--- src/rtl/controle_comandos_peso.sv ---
// Command sequencer: parses ASCII weight commands from the UART receiver,
// validates them and atomically commits limits/current weight plus range selector.
module controle_comandos_peso #(
  parameter int TIMEOUT_CLKS = 43400,
  parameter int DEF_MIN      = 0,
  parameter int DEF_MAX      = 99
) (
  input  logic       clock,
  input  logic       reset,
  input  logic [7:0] rx_dado,
  input  logic       rx_pronto,
  output logic [6:0] peso_min,
  output logic [6:0] peso_max,
  output logic [6:0] peso_atual,
  output logic [1:0] faixa,
  output logic       atualizado,
  output logic       erro,
  output logic       ocupado,
  output logic [2:0] estado_db
);

  typedef enum logic [2:0] {
    OCIOSO        = 3'd0,
    ESPERA_DIGITO = 3'd1,
    VALIDA        = 3'd2,
    APLICA        = 3'd3,
    ERRO          = 3'd4
  } estado_t;

  localparam int         TW        = $clog2(TIMEOUT_CLKS + 1);
  localparam logic [6:0] MIN_RST   = 7'(DEF_MIN);
  localparam logic [6:0] MAX_RST   = 7'(DEF_MAX);
  localparam logic [1:0] FAIXA_RST = (DEF_MIN == 0) ? 2'b01 : 2'b00;
  // Idle count at which the next silent cycle reaches TIMEOUT_CLKS-1.
  localparam logic [TW-1:0] TO_LAST = TW'(TIMEOUT_CLKS - 2);

  estado_t       state;
  logic          cmd_um;
  logic [2:0]    pos;
  logic [6:0]    sh_min;
  logic [6:0]    sh_max;
  logic [6:0]    sh_atual;
  logic [TW-1:0] timeout_cnt;

  logic       is_digit;
  logic [6:0] dig;
  logic [6:0] new_min;
  logic [6:0] new_max;
  logic [6:0] new_atual;
  logic [1:0] new_faixa;

  // Digit positions 0..5 map to min/max/atual tens/units; command '1' starts at 4.
  function automatic logic [6:0] acumula(input logic [6:0] campo, input logic unidade,
                                          input logic [6:0] dv);
    acumula = unidade ? (campo + dv) : ((dv << 3) + (dv << 1));
  endfunction

  always_comb begin
    is_digit  = (rx_dado >= 8'h30) && (rx_dado <= 8'h39);
    dig       = {3'b000, rx_dado[3:0]};
    new_min   = cmd_um ? peso_min : sh_min;
    new_max   = cmd_um ? peso_max : sh_max;
    new_atual = sh_atual;
    if (new_atual < new_min)
      new_faixa = 2'b00;
    else if (new_atual > new_max)
      new_faixa = 2'b10;
    else
      new_faixa = 2'b01;
  end

  always_ff @(posedge clock or negedge reset) begin
    if (!reset) begin
      state       <= OCIOSO;
      cmd_um      <= 1'b0;
      pos         <= 3'd0;
      sh_min      <= 7'd0;
      sh_max      <= 7'd0;
      sh_atual    <= 7'd0;
      timeout_cnt <= '0;
      peso_min    <= MIN_RST;
      peso_max    <= MAX_RST;
      peso_atual  <= 7'd0;
      faixa       <= FAIXA_RST;
    end else begin
      case (state)
        OCIOSO: begin
          timeout_cnt <= '0;
          if (rx_pronto) begin
            if (rx_dado == 8'h30) begin
              cmd_um <= 1'b0;
              pos    <= 3'd0;
              state  <= ESPERA_DIGITO;
            end else if (rx_dado == 8'h31) begin
              cmd_um <= 1'b1;
              pos    <= 3'd4;
              state  <= ESPERA_DIGITO;
            end else begin
              state <= ERRO;
            end
          end
        end
        ESPERA_DIGITO: begin
          if (rx_pronto) begin
            timeout_cnt <= '0;
            if (!is_digit) begin
              state <= ERRO;
            end else begin
              case (pos[2:1])
                2'd0:    sh_min   <= acumula(sh_min, pos[0], dig);
                2'd1:    sh_max   <= acumula(sh_max, pos[0], dig);
                default: sh_atual <= acumula(sh_atual, pos[0], dig);
              endcase
              if (pos == 3'd5)
                state <= VALIDA;
              else
                pos <= pos + 3'd1;
            end
          end else if (timeout_cnt == TO_LAST) begin
            state <= ERRO;
          end else begin
            timeout_cnt <= timeout_cnt + 1'b1;
          end
        end
        VALIDA: begin
          if (!cmd_um && (sh_min > sh_max)) begin
            state <= ERRO;
          end else begin
            peso_min   <= new_min;
            peso_max   <= new_max;
            peso_atual <= new_atual;
            faixa      <= new_faixa;
            state      <= APLICA;
          end
        end
        APLICA: begin
          pos   <= 3'd0;
          state <= OCIOSO;
        end
        ERRO: begin
          sh_min      <= 7'd0;
          sh_max      <= 7'd0;
          sh_atual    <= 7'd0;
          pos         <= 3'd0;
          timeout_cnt <= '0;
          state       <= OCIOSO;
        end
        default: state <= OCIOSO;
      endcase
    end
  end

  assign atualizado = (state == APLICA);
  assign erro       = (state == ERRO);
  assign ocupado    = (state != OCIOSO);
  assign estado_db  = state;

endmodule

--- config.mk ---
export PLATFORM = sky130hd
export DESIGN_NAME = controle_comandos_peso
export DESIGN_NICKNAME = d
export VERILOG_FILES = /design/src/rtl/controle_comandos_peso.sv
export SDC_FILE = /design/constraint.sdc
export NUM_CORES = 1
export LEC_CHECK = 0
export ABC_AREA = 1
export ABC_CLOCK_PERIOD_IN_PS = 2500
export BUFFER_PORTS_ARGS = -buffer_cell sky130_fd_sc_hd__buf_2
export CORE_AREA = 2 2 104 106
export DETAILED_ROUTE_END_ITERATION = 6
export DIE_AREA = 0 0 106 108
export PLACE_DENSITY = 0.7
export SETUP_SLACK_MARGIN = 0.4
export SYNTH_ARGS = -nofsm -noshare
export SYNTH_HDL_FRONTEND = slang
export SYNTH_SLANG_ARGS = --single-unit
--- constraint.sdc ---
create_clock -name clock -period 2.5 [get_ports clock]
set_input_delay 0.25 -clock clock [delete_from_list [all_inputs] [get_ports clock]]
set_output_delay 0.25 -clock clock [all_outputs]
set_load 0.01 [all_outputs]
==> impl_metrics.yaml <==
sta:
  finalSetupTns_ns: 0
  period_needed_ns: 1.98
  slew_viol_final: 0
  slew_headroom: 0.699
  hold_viol: 0
  finalSetupViolCount: 0
  fmax_ghz: 0.506
  worst_pin_slew_ns: 0.449
  fin_skew_ns: 0.0138
  rsz0062_at_grt: "false"
  period_share: 0.790
place:
  dpl_cell_area_um2: 5210
  port_buffers: 39
  gp_congestion: 0.907
  hpwl_mm: 9.80
clocking:
  numCtsBuffers: 9
  root_buffer: "clkbuf_8"
  clock_latency_ns: 0.35
  h-tree-depth: 3
  cts_tree: "done"
  clock_sinks: 67
  cts_max_path_buffers: 2
  path_clk_slew_ns: 0.07
critical_path:
  startpoint_type: "register"
  criticalPathCategory: "reg -> reg"
  cp-end-kind: "register"
  path_max_fanout: 10
  crit_required_ns: 2.73
  arrival_ns: 2.21
layout:
  final_common_cell: "nand2_1"
  fill_cells: 995
  layout-drive-gt1-share: 0.135
  layout_common_cells: "nand2_1, inv_1, nand3_1"
  stdcell_area_um2: 5460
  fin_nets: 788
  antenna_cells: 0
  syn_to_final_growth_pct: 12.4
global_routing:
  grtUsageTotal: 0.242
  grt_pass1_wl_mm: 21.8
  grt_max_degree: 68
  antenna_found_initial: 0
  grt_pass1_vias: 4393
  overflow: 0
synthesis:
  yosysSeqAreaShare: 0.347
  synth-compound-area-share: 0.110
  synth_cell_types: 34
  synth_xor_xnor_area_share: 0.00541
  synth_top_area_cell: "dfrtp_1"
  synthCells: 689
  synth_mux_area_frac: 0.00412
  syn_area_um2: 4850
  yosysWarnings: 0
  synth_top_area_share: 0.320
  synth_top_family_by_area: "simple AND/OR/NAND/NOR gates"
  synth_seq_cells: 67
  syn_area_per_cell_um2: 7.05
  synthTopCellsByArea: "dfrtp_1, nand2_1, ha_1, nand3_1, inv_1"
  syn_nets: 742
  yosys.area_share.simple: 0.340
  yosys.area_share.adder: 0.114
power:
  switching_share: 0.460
  internal_power_uw: 2360
  p_sw_uw: 2010
  power_frac_clock: 0.199
  power_frac_seq: 0.335
  irDropWorstVdd_mv: 0.277
  powerDensity_nw_per_um2: 799
  leakage_uw: 0.00281
  combPwrFrac: 0.466
detailed_routing:
  dr.pass1.iters: 5
  vias: 4731
  via_per_inst: 5.40
  drt_iter0_markers: 354
  routed_wl_mm: 13.2
  wl_per_cell_um: 15.1
  drcViolationCount: 0
  postRouteAntennaNets: 0
floorplan:
  die_area_um2: 11400
  coreArea_um2: 10200
  start_util: 0.475
  ios: 40
  fp.dieH_um: 108
  rows: 37
  die_w_um: 106
flow_run:
  drv_cap: 0
min_path:
  hp-class: "in -> reg"
outcome:
  status: "completed"
-- cell type report --
class	count	area, um2	share of cell area
inverter	83	318	0.0582
clock inverter	2	10.0	0.00183
timing repair inverter	2	15.0	0.00275
clock buffer	14	173	0.0316
multi-input combinational	525	2790	0.512
timing repair buffer	47	295	0.0541
sequential	67	1680	0.309
tap	136	170	0.0312
-- through the flow --
| step | total power, uW | std cells | util | hold WS (ns) | setup slack (ns) |
|---|---|---|---|---|---|
| after floorplan | 2910 | 689 | - | -0.0456 | 0.610 |
| after global placement | 3400 | 855 | 0.509 | 0.303 | 0.242 |
| after detailed placement | 3450 | 855 | 0.509 | 0.306 | 0.134 |
| after CTS | 4350 | 876 | 0.533 | 0.265 | 0.500 |
| after global routing | 4720 | 876 | 0.534 | 0.297 | 0.401 |
| final | 4360 | 876 | 0.534 | 0.290 | 0.524 |
-- power groups by stage --
stage               logic [uW]  registers, uW  clock network, uW
floorplan                 1490           1420                  0
global placement          1930           1470                  0
detailed placement        1980           1480                  0
CTS                       2010           1460                881
global route              2300           1480                938
finish                    2030           1460                867
-- cells by family after synthesis --
kind of cell             Yosys count
multiplexers                       2
buffers and inverters             97
flip-flops                        67
adder cells (fa/ha/maj)           42
XOR/XNOR                           3
AO/OA/AOI/OAI                    100
AND/OR/NAND/NOR                  378
-- path summary, 6_finish.rpt --
check,slack (ns),start,cells past startpoint,end
max,0.52,cmd_um$_DFFE_PN0P_,9,faixa[1]$_DFFE_PN0N_
min,0.29,rx_dado[0],3,cmd_um$_DFFE_PN0P_
max reg2reg,0.52,cmd_um$_DFFE_PN0P_,9,faixa[1]$_DFFE_PN0N_
min reg2reg,0.47,faixa[0]$_DFFE_PN1N_,2,faixa[0]$_DFFE_PN1N_
max in group asynchronous,1.70,reset,3,peso_max[1]$_DFFE_PN1N_
min in group asynchronous,0.45,reset,3,pos[1]$_DFFE_PN0P_
-- Yosys cell counts --
| cell type | n |
|---|---|
| o21ai_4 | 2 |
| a31oi_1 | 1 |
| buf_2 | 6 |
| nand4_1 | 21 |
| o21ai_0 | 44 |
| nand2_2 | 4 |
| nand2_1 | 206 |
| nor3_1 | 8 |
| clkinv_1 | 1 |
| nor2_4 | 3 |
| and3_1 | 1 |
| nor4_1 | 2 |
| nor2_1 | 54 |
| dfrtp_1 | 62 |
| buf_4 | 1 |
| ha_1 | 38 |
| o211ai_1 | 2 |
| xor2_1 | 3 |
| nand3_1 | 66 |
| mux2i_1 | 2 |
| o21ai_1 | 23 |
| clkbuf_1 | 6 |
| inv_2 | 7 |
| a21oi_1 | 26 |
| nor2_2 | 1 |
| buf_6 | 1 |
| nand3b_1 | 3 |
| nand2_4 | 2 |
| o21a_1 | 2 |
| dfstp_2 | 5 |
| inv_1 | 73 |
| clkinv_2 | 2 |
| or2_2 | 7 |
| fa_1 | 4 |
-- sequential cells by signal, indices dropped and copies added, names as in the netlist --
register and cells:
timeout_cnt 16, new_atual 7, peso_atual 7, peso_max 7, peso_min 7, sh_max 7
sh_min 7, estado_db 3, pos 3, faixa 2, cmd_um 1
-- repair_timing --
item                                    in CTS  in global routing
cloned                                       2                  0
endpoints found under the setup margin       2                 19
setup buffers                                2                  0
resized for setup                            4                  7
endpoints found under the hold margin       62                  0
hold buffers                                 1                  0
-- routing by layer --
metal,up-vias,share of wire,track usage
li1,2354,-,-
met1,2188,0.45,0.326
met2,167,0.47,0.398
met3,22,0.057,0.0368
met4,0,0.024,0.0912
met5,-,0,0
-- worst max-delay path: stages (launching register included) --
cell and delay, ns:
dfrtp_2 0.46, buf_12 0.13, clkinvlp_4 0.17, o21ai_0 0.31, ha_1 0.30, a21oi_1 0.16
o21a_1 0.13, nand2_1 0.07, nand2_1 0.07, nand2_1 0.05
Power figures use the tool's default switching activity.
